<file path="src/rtl/serial_sum_collector.sv">
// ============================================================================
//  Module      : serial_sum_collector
//  Description : Reassembles an LSB-first serial sum stream plus the final
//                carry into a WIDTH+1-bit parallel result with valid/ready.
//                Optional self-check against latched operands is enabled by
//                defining SERIAL_SUM_CHECK_EN.
//  Revision    : 1.0 - initial release
// ============================================================================
`default_nettype none

module serial_sum_collector #(
    parameter int WIDTH = 8
) (
    input  logic             clk,
    input  logic             rst,
    input  logic             start,
    input  logic             sum_bit,
    input  logic             bit_valid,
    input  logic             carry_in,
    input  logic [WIDTH-1:0] check_a,
    input  logic [WIDTH-1:0] check_b,
    output logic [WIDTH:0]   result,
    output logic             result_valid,
    input  logic             result_ready,
    output logic             busy,
    output logic             overrun,
    output logic             mismatch
);

    localparam int                 c_cnt_w    = $clog2(WIDTH + 1);
    localparam logic [c_cnt_w-1:0] c_last_idx = c_cnt_w'(WIDTH - 1);
    localparam logic [c_cnt_w-1:0] c_cnt_one  = c_cnt_w'(1);

    typedef enum logic [1:0] {
        ST_IDLE    = 2'd0,
        ST_COLLECT = 2'd1,
        ST_CARRY   = 2'd2,
        ST_HOLD    = 2'd3
    } state_t;

    state_t             r_state;
    logic [c_cnt_w-1:0] r_cnt;
    logic [WIDTH-1:0]   r_shreg;
    logic [WIDTH:0]     r_result;
    logic               r_result_valid;
    logic               r_busy;
    logic               r_overrun;

    // HOLD only releases to a new start when the pending result is taken.
    logic w_start_accept;
    assign w_start_accept = start && ((r_state != ST_HOLD) || result_ready);

    always_ff @(posedge clk or posedge rst) begin
        if (rst) begin
            r_state        <= ST_IDLE;
            r_cnt          <= '0;
            r_shreg        <= '0;
            r_result       <= '0;
            r_result_valid <= 1'b0;
            r_busy         <= 1'b0;
            r_overrun      <= 1'b0;
        end else if (w_start_accept) begin
            r_state        <= ST_COLLECT;
            r_cnt          <= '0;
            r_shreg        <= '0;
            r_result_valid <= 1'b0;
            r_busy         <= 1'b1;
            r_overrun      <= 1'b0;
        end else begin
            if (bit_valid && (r_state != ST_COLLECT)) begin
                r_overrun <= 1'b1;
            end
            case (r_state)
                ST_COLLECT: begin
                    if (bit_valid) begin
                        r_shreg <= {sum_bit, r_shreg[WIDTH-1:1]};
                        r_cnt   <= r_cnt + c_cnt_one;
                        if (r_cnt == c_last_idx) begin
                            r_state <= ST_CARRY;
                        end
                    end
                end
                ST_CARRY: begin
                    r_result       <= {carry_in, r_shreg};
                    r_result_valid <= 1'b1;
                    r_busy         <= 1'b0;
                    r_state        <= ST_HOLD;
                end
                ST_HOLD: begin
                    if (result_ready) begin
                        r_result_valid <= 1'b0;
                        r_state        <= ST_IDLE;
                    end
                end
                default: ;
            endcase
        end
    end

    assign result       = r_result;
    assign result_valid = r_result_valid;
    assign busy         = r_busy;
    assign overrun      = r_overrun;

`ifdef SERIAL_SUM_CHECK_EN
    logic [WIDTH-1:0] r_check_a;
    logic [WIDTH-1:0] r_check_b;
    logic             r_mismatch;
    logic [WIDTH:0]   w_check_sum;
    logic             w_capture;

    assign w_check_sum = {1'b0, r_check_a} + {1'b0, r_check_b};
    assign w_capture   = (r_state == ST_CARRY) && !start;

    always_ff @(posedge clk or posedge rst) begin
        if (rst) begin
            r_check_a  <= '0;
            r_check_b  <= '0;
            r_mismatch <= 1'b0;
        end else if (w_start_accept) begin
            r_check_a  <= check_a;
            r_check_b  <= check_b;
            r_mismatch <= 1'b0;
        end else if (w_capture) begin
            r_mismatch <= ({carry_in, r_shreg} != w_check_sum);
        end
    end

    assign mismatch = r_mismatch;
`else
    logic w_unused_check;
    assign w_unused_check = ^{check_a, check_b};
    assign mismatch       = 1'b0;
`endif

endmodule

`default_nettype wire

</file>
<file path="config.mk">
export PLATFORM = sky130hd
export DESIGN_NAME = serial_sum_collector
export DESIGN_NICKNAME = d
export VERILOG_FILES = /design/src/rtl/serial_sum_collector.sv
export SDC_FILE = /design/constraint.sdc
export NUM_CORES = 1
export LEC_CHECK = 0
export ABC_AREA = 1
export CORE_MARGIN = 2
export CORE_UTILIZATION = 25
export DETAILED_ROUTE_END_ITERATION = 8
export PLACE_DENSITY = 0.57
export SYNTH_ARGS = -nofsm -noshare
export SYNTH_HDL_FRONTEND = slang
export SYNTH_SLANG_ARGS = --single-unit
</file>
<file path="constraint.sdc">
create_clock -name clk -period 1.45 [get_ports clk]
set_clock_uncertainty 0.1 [all_clocks]
set_input_delay 0.29 -clock clk [delete_from_list [all_inputs] [get_ports clk]]
set_output_delay 0.29 -clock clk [all_outputs]
set_load 0.005 [all_outputs]
</file>
---- Yosys cells after proc, flatten, opt, wreduce, memory -nomap -nowiden ----
Cells that the tools add are included.
cells by class
  reductions and logical operators ........ 13
  eq/ne operators ......................... 9
  bitwise operators ....................... 1
  $add $sub $neg .......................... 1
  muxes and demuxes ....................... 18
operators by type and width
  cell                 count
  $mux 8               3
  $mux 4               3
  $ne 3x3->1 const B   3
  $mux 2               4
  $reduce_bool 2->1    4
  $mux 1               6
  $pmux 2 s3           1
  $reduce_and 2->1     3
  $add 4x1->4 const B  1
  $eq 2x2->1 const B   2
  $eq 4x3->1 const B   1
  $reduce_and 4->1     1
  $reduce_bool 4->1    1
  $reduce_bool 3->1    1
  $eq 2x1->1 const B   1
  $logic_and 1x1->1    2
  $ne 2x1->1 const B   1
  $ne 2x2->1 const B   1
  $pmux 1 s2           1
  $logic_or 1x1->1     1
  $not 1->1            1
storage, ports and cells
  word-level logic and storage cells ...... 49
  output and inout bits ................... 13
  input bits .............................. 23
  register bits ........................... 26

---- Logic depth before layout (Yosys ltp) ----
  depth after elaboration ................. 5
  gate-level depth with buffers ........... 8
  depth with buffers taken out ............ 8

---- Worst setup path before layout ----
Ideal clock, no wire load.
  path type ............................... flip-flop to flip-flop
  start point ............................. reg r_state[1]
  end point ............................... reg r_shreg[0]
  setup time .............................. 120 ps
  data required time ...................... 1230 ps
  cell stages (with the launch flop) ...... 8
  period minus slack after synthesis ...... 1366 ps
  setup slack ............................. 84 ps
  path buffers ............................ 2
  arrival ................................. 1146 ps
  path through ............................ dfrtp_1 -> inv_1 -> ha_1 -> nand2_1 -> buf_6 -> buf_8 -> o211ai_1 -> inv_1
between the ends
  cells in the longest elaborated chain, start to end .. 5
  elaborated cells on any way between the ends .. 8
  classes of those cells .................. eq/ne: 2; mux: 1; reduce/logical: 5
ends and longest elaborated chain
  what                         RTL line  source
  start, declared              41        state_t r_state;
  start signal, assigned       55        r_state <= ST_IDLE;
  start signal, assigned       63        r_state <= ST_COLLECT;
  start signal, assigned       79        r_state <= ST_CARRY;
  $ne 2x2->1                   51        assign w_start_accept = start && ((r_state != ST_HOLD) || result_ready);
  $logic_or 1x1->1             51
  $logic_and 1x1->1            51
  $reduce_bool 2->1 (no line)  --
  $reduce_and 2->1 (no line)   --
  end signal, assigned         76        r_shreg <= {sum_bit, r_shreg[WIDTH-1:1]};
  end, declared                43        logic [WIDTH-1:0] r_shreg;
Parallel ways exist; a longest one is shown, timed or not.
A chain may end at the register's enable or synchronous reset.

---- Worst setup path after layout ----
  start point ............................. reg r_state[0]
  end point ............................... reg r_state[1]
between the ends
  cells in the longest elaborated chain, start to end .. 5
  elaborated cells on any way between the ends .. 13
  classes of those cells .................. eq/ne: 7; mux: 2; reduce/logical: 4
ends and longest elaborated chain
  what                                                       RTL line
  $ne 2x2->1                                                 51
  $logic_or 1x1->1                                           51
  $logic_and 1x1->1                                          51
  $ne 3x3->1 (no line) or $reduce_bool 4->1 (tied branches)  --
  $reduce_and 4->1 (no line)                                 --
Parallel ways exist; a longest one is shown, timed or not.

==> results.yml <==
outcome:
  outcome: "finished clean"
setup_path:
  max_stage_delay_ps: 470
  reg2reg_from: "r_state[0]"
  critPathArrivalTime_ps: 1440
  reg2reg_to: "r_state[1]"
  r2r_slack_ps: 80
  crit_buf_inv: 2
  critPathSlowestCell: "dfrtp_2"
  worst-r2r-cell-count: 8
  cp.required_ps: 1520
  crit_type: "flop to flop"
  startpoint_type: "flop"
  cp_top_family: "flip-flops"
  crit_chain: "inv_1 > ha_4 > inv_1 > nand2_1 > nand2_2 > nand2_2 > nand2_1 > nand2_1"
  cp-end-kind: "flop"
  worst-path-stages: 8
  cp_max_fo: 4
  crit_top_cell: "nand2_1"
detailed_routing:
  num_vias: 955
  final_antenna_net_count: 0
  dr.first_iter.drc_count: 43
  wl_um: 2302
  viasPerCell: 3.914
  drc: 0
  wire_per_inst_um: 9.434
  dr.pass1.iters: 4
synth:
  yosysWarnings: 0
  synth_cell_types: 21
  synth_seq_area_share_pct: 50.98
  avgSynthCellArea_um2: 9.051
  ys_ff_latch: 26
  syn-cell-area_um2: 1276
  synthCells: 141
  synth_fp_nets: 169
layout:
  layout.nets: 203
  areaGrowthSynthToFinish_pct: 37.55
  diodes: 0
  instances_no_fill: 244
  fillCellCount: 539
  drive_gt1_share_pct: 24.14
placed_design:
  port_buffers: 18
  hpwl_um: 1620
  dpl.cell_count: 233
  place_congestion: 0.7569
sta:
  hold_viol_final: 0
  fin_crit_sh_pct: 94.55
  final-setup-viol-count: 0
  finalCriticalPeriod_ps: 1371
  fmax_mhz: 729.4
  setup-tns-final_ps: 0
  slew_viol_final: 0
global_route:
  grt_util_all_layers_pct: 9.201
  first_global_vias: 891
  antenna_found_initial: 0
  grt_overflow: 0
  grt_max_degree: 27
  grt_pass1_wl_um: 4015
power_and_ir_drop:
  p_leak_nw: 0.9615
  p_total_w: 0.002811
  powerDensity_nw_per_um2: 1601
  vdd_drop_max_uv: 460.1
cts:
  htreeDepth: 1
  cts_sinks: 26
  clock_path_buffers: 2
  cts_buffers: 3
  ctsHoldBuffers: 0
  cts-root-buf: "clkbuf_8"
  clk_pin_slew_ps: 90
  clkLatencyLatePin_ps: 270
  cts_tree: "done"
hold_path:
  hp-class: "input port to async pin"
floorplanning:
  dieArea_um2: 5693
  pin_count: 36
  start_util_pct: 25.47
  die_h_um: 75.45
  coreArea_um2: 5010
  die_w_um: 75.45
  rows: 26
run:
  drv_cap: 0
==> metrics by stage <==
| step | utilization, % | setup slack (ps) | hold slack (ps) | area (um^2) |
|---|---|---|---|---|
| after global routing | 35.04 | -21.92 | 257.8 | 1755 |
| final | 35.04 | 79.08 | 238.4 | 1755 |
| after floorplan | - | 84.06 | 230.0 | 1276 |
| after CTS | 33.24 | -21.58 | 246.2 | 1665 |
| after global placement | 31.37 | -95.88 | 355.9 | 1572 |
| after detailed placement | 31.37 | -119.5 | 360.1 | 1572 |
==> area by class of cell <==
class	count	area, um^2	area share [%]
clock buffer	4	55.05	3.136
timing repair buffer	34	309.0	17.61
multi-input combinational	80	538.0	30.65
sequential	26	653.1	37.21
tap	70	87.58	4.989
inverter	30	112.6	6.415
==> metal layers <==
| layer | up-vias | track usage (%) | routed length, um |
|---|---|---|---|
| li1 | 499 | - | - |
| met5 | - | 0 | 0 |
| met2 | 13 | 15.07 | 1163 |
| met1 | 439 | 11.66 | 1030 |
| met3 | 4 | 2.381 | 72 |
| met4 | 0 | 3.509 | 36 |
==> Yosys cell counts <==
cell type,instances,area (um^2)
nand3_1,7,35.03
o21ai_0,5,25.02
xor2_1,1,8.760
nand2_1,31,116.4
o21ai_2,7,61.31
nand2_2,1,6.260
nor3_1,2,10.01
buf_8,1,15.01
dfrtp_1,26,650.6
o21bai_1,2,15.01
o21a_1,1,7.510
nand2_4,2,22.52
and2_0,1,6.260
ha_1,5,62.56
nor2_1,6,22.52
a21oi_1,1,5.000
conb_1,1,3.750
o211ai_1,7,52.55
buf_6,2,22.52
buf_4,2,15.01
inv_1,30,112.6
==> worst reg2reg max path, cell delays in order, from the launching register on <==
cell and delay [ps]:
dfrtp_2 470, inv_1 140, ha_4 210, inv_1 40, nand2_1 60, nand2_2 100, nand2_2 60, nand2_1 50
nand2_1 40
==> where the power goes <==
part           switching (W)  internal, W  total (W)
sequential          0.000152     0.000945    0.00110
combinational       0.000634     0.000619    0.00125
clock               0.000220     0.000242   0.000462
total                0.00101      0.00181    0.00281
==> cell usage in the layout (no fill, tap or decap), drive strengths merged <==
master         Yosys  routed
nand2             34      34
inv               30      30
dfrtp             26      26
buf                5      16
dlygate4sd2        0      12
o21ai             12      12
o211ai             7       7
nand3              7       7
nor2               6       6
clkdlybuf4s50      0       6
ha                 5       5
clkbuf             0       4
o21bai             2       2
nor3               2       2
o21a               1       1
xor2               1       1
a21oi              1       1
and2               1       1
conb               1       1
==> cells by family after synthesis <==
| kind of cell | share of synthesized area [%] |
|---|---|
| buf+inv | 12.94 |
| other cells | 0.2938 |
| simple gates | 17.16 |
| xor+xnor | 0.6864 |
| fa+ha+maj | 4.902 |
| flops | 50.98 |
| compound gates | 13.04 |
==> worst max path at each step <==
stage                       from  slack, ps         end
floorplan             r_state[1]         80  r_shreg[0]
global placement    result_ready       -100   result[1]
detailed placement  result_ready       -120   result[6]
CTS                   r_state[0]        -20  r_shreg[2]
global route          r_state[0]        -20  r_state[1]
finish                r_state[0]         80  r_state[1]
==> flip-flops by register name (all words and copies together) (netlist names) <==
register      count
result            9
r_shreg           8
r_cnt             4
r_state           2
busy              1
overrun           1
result_valid      1
==> what timing repair did <==
item	4_1_cts	5_1_grt
setup endpoints to repair	23	25
pin swaps	0	4
resized for setup	16	19
setup buffers	5	2
Power figures use the tool's default switching activity.
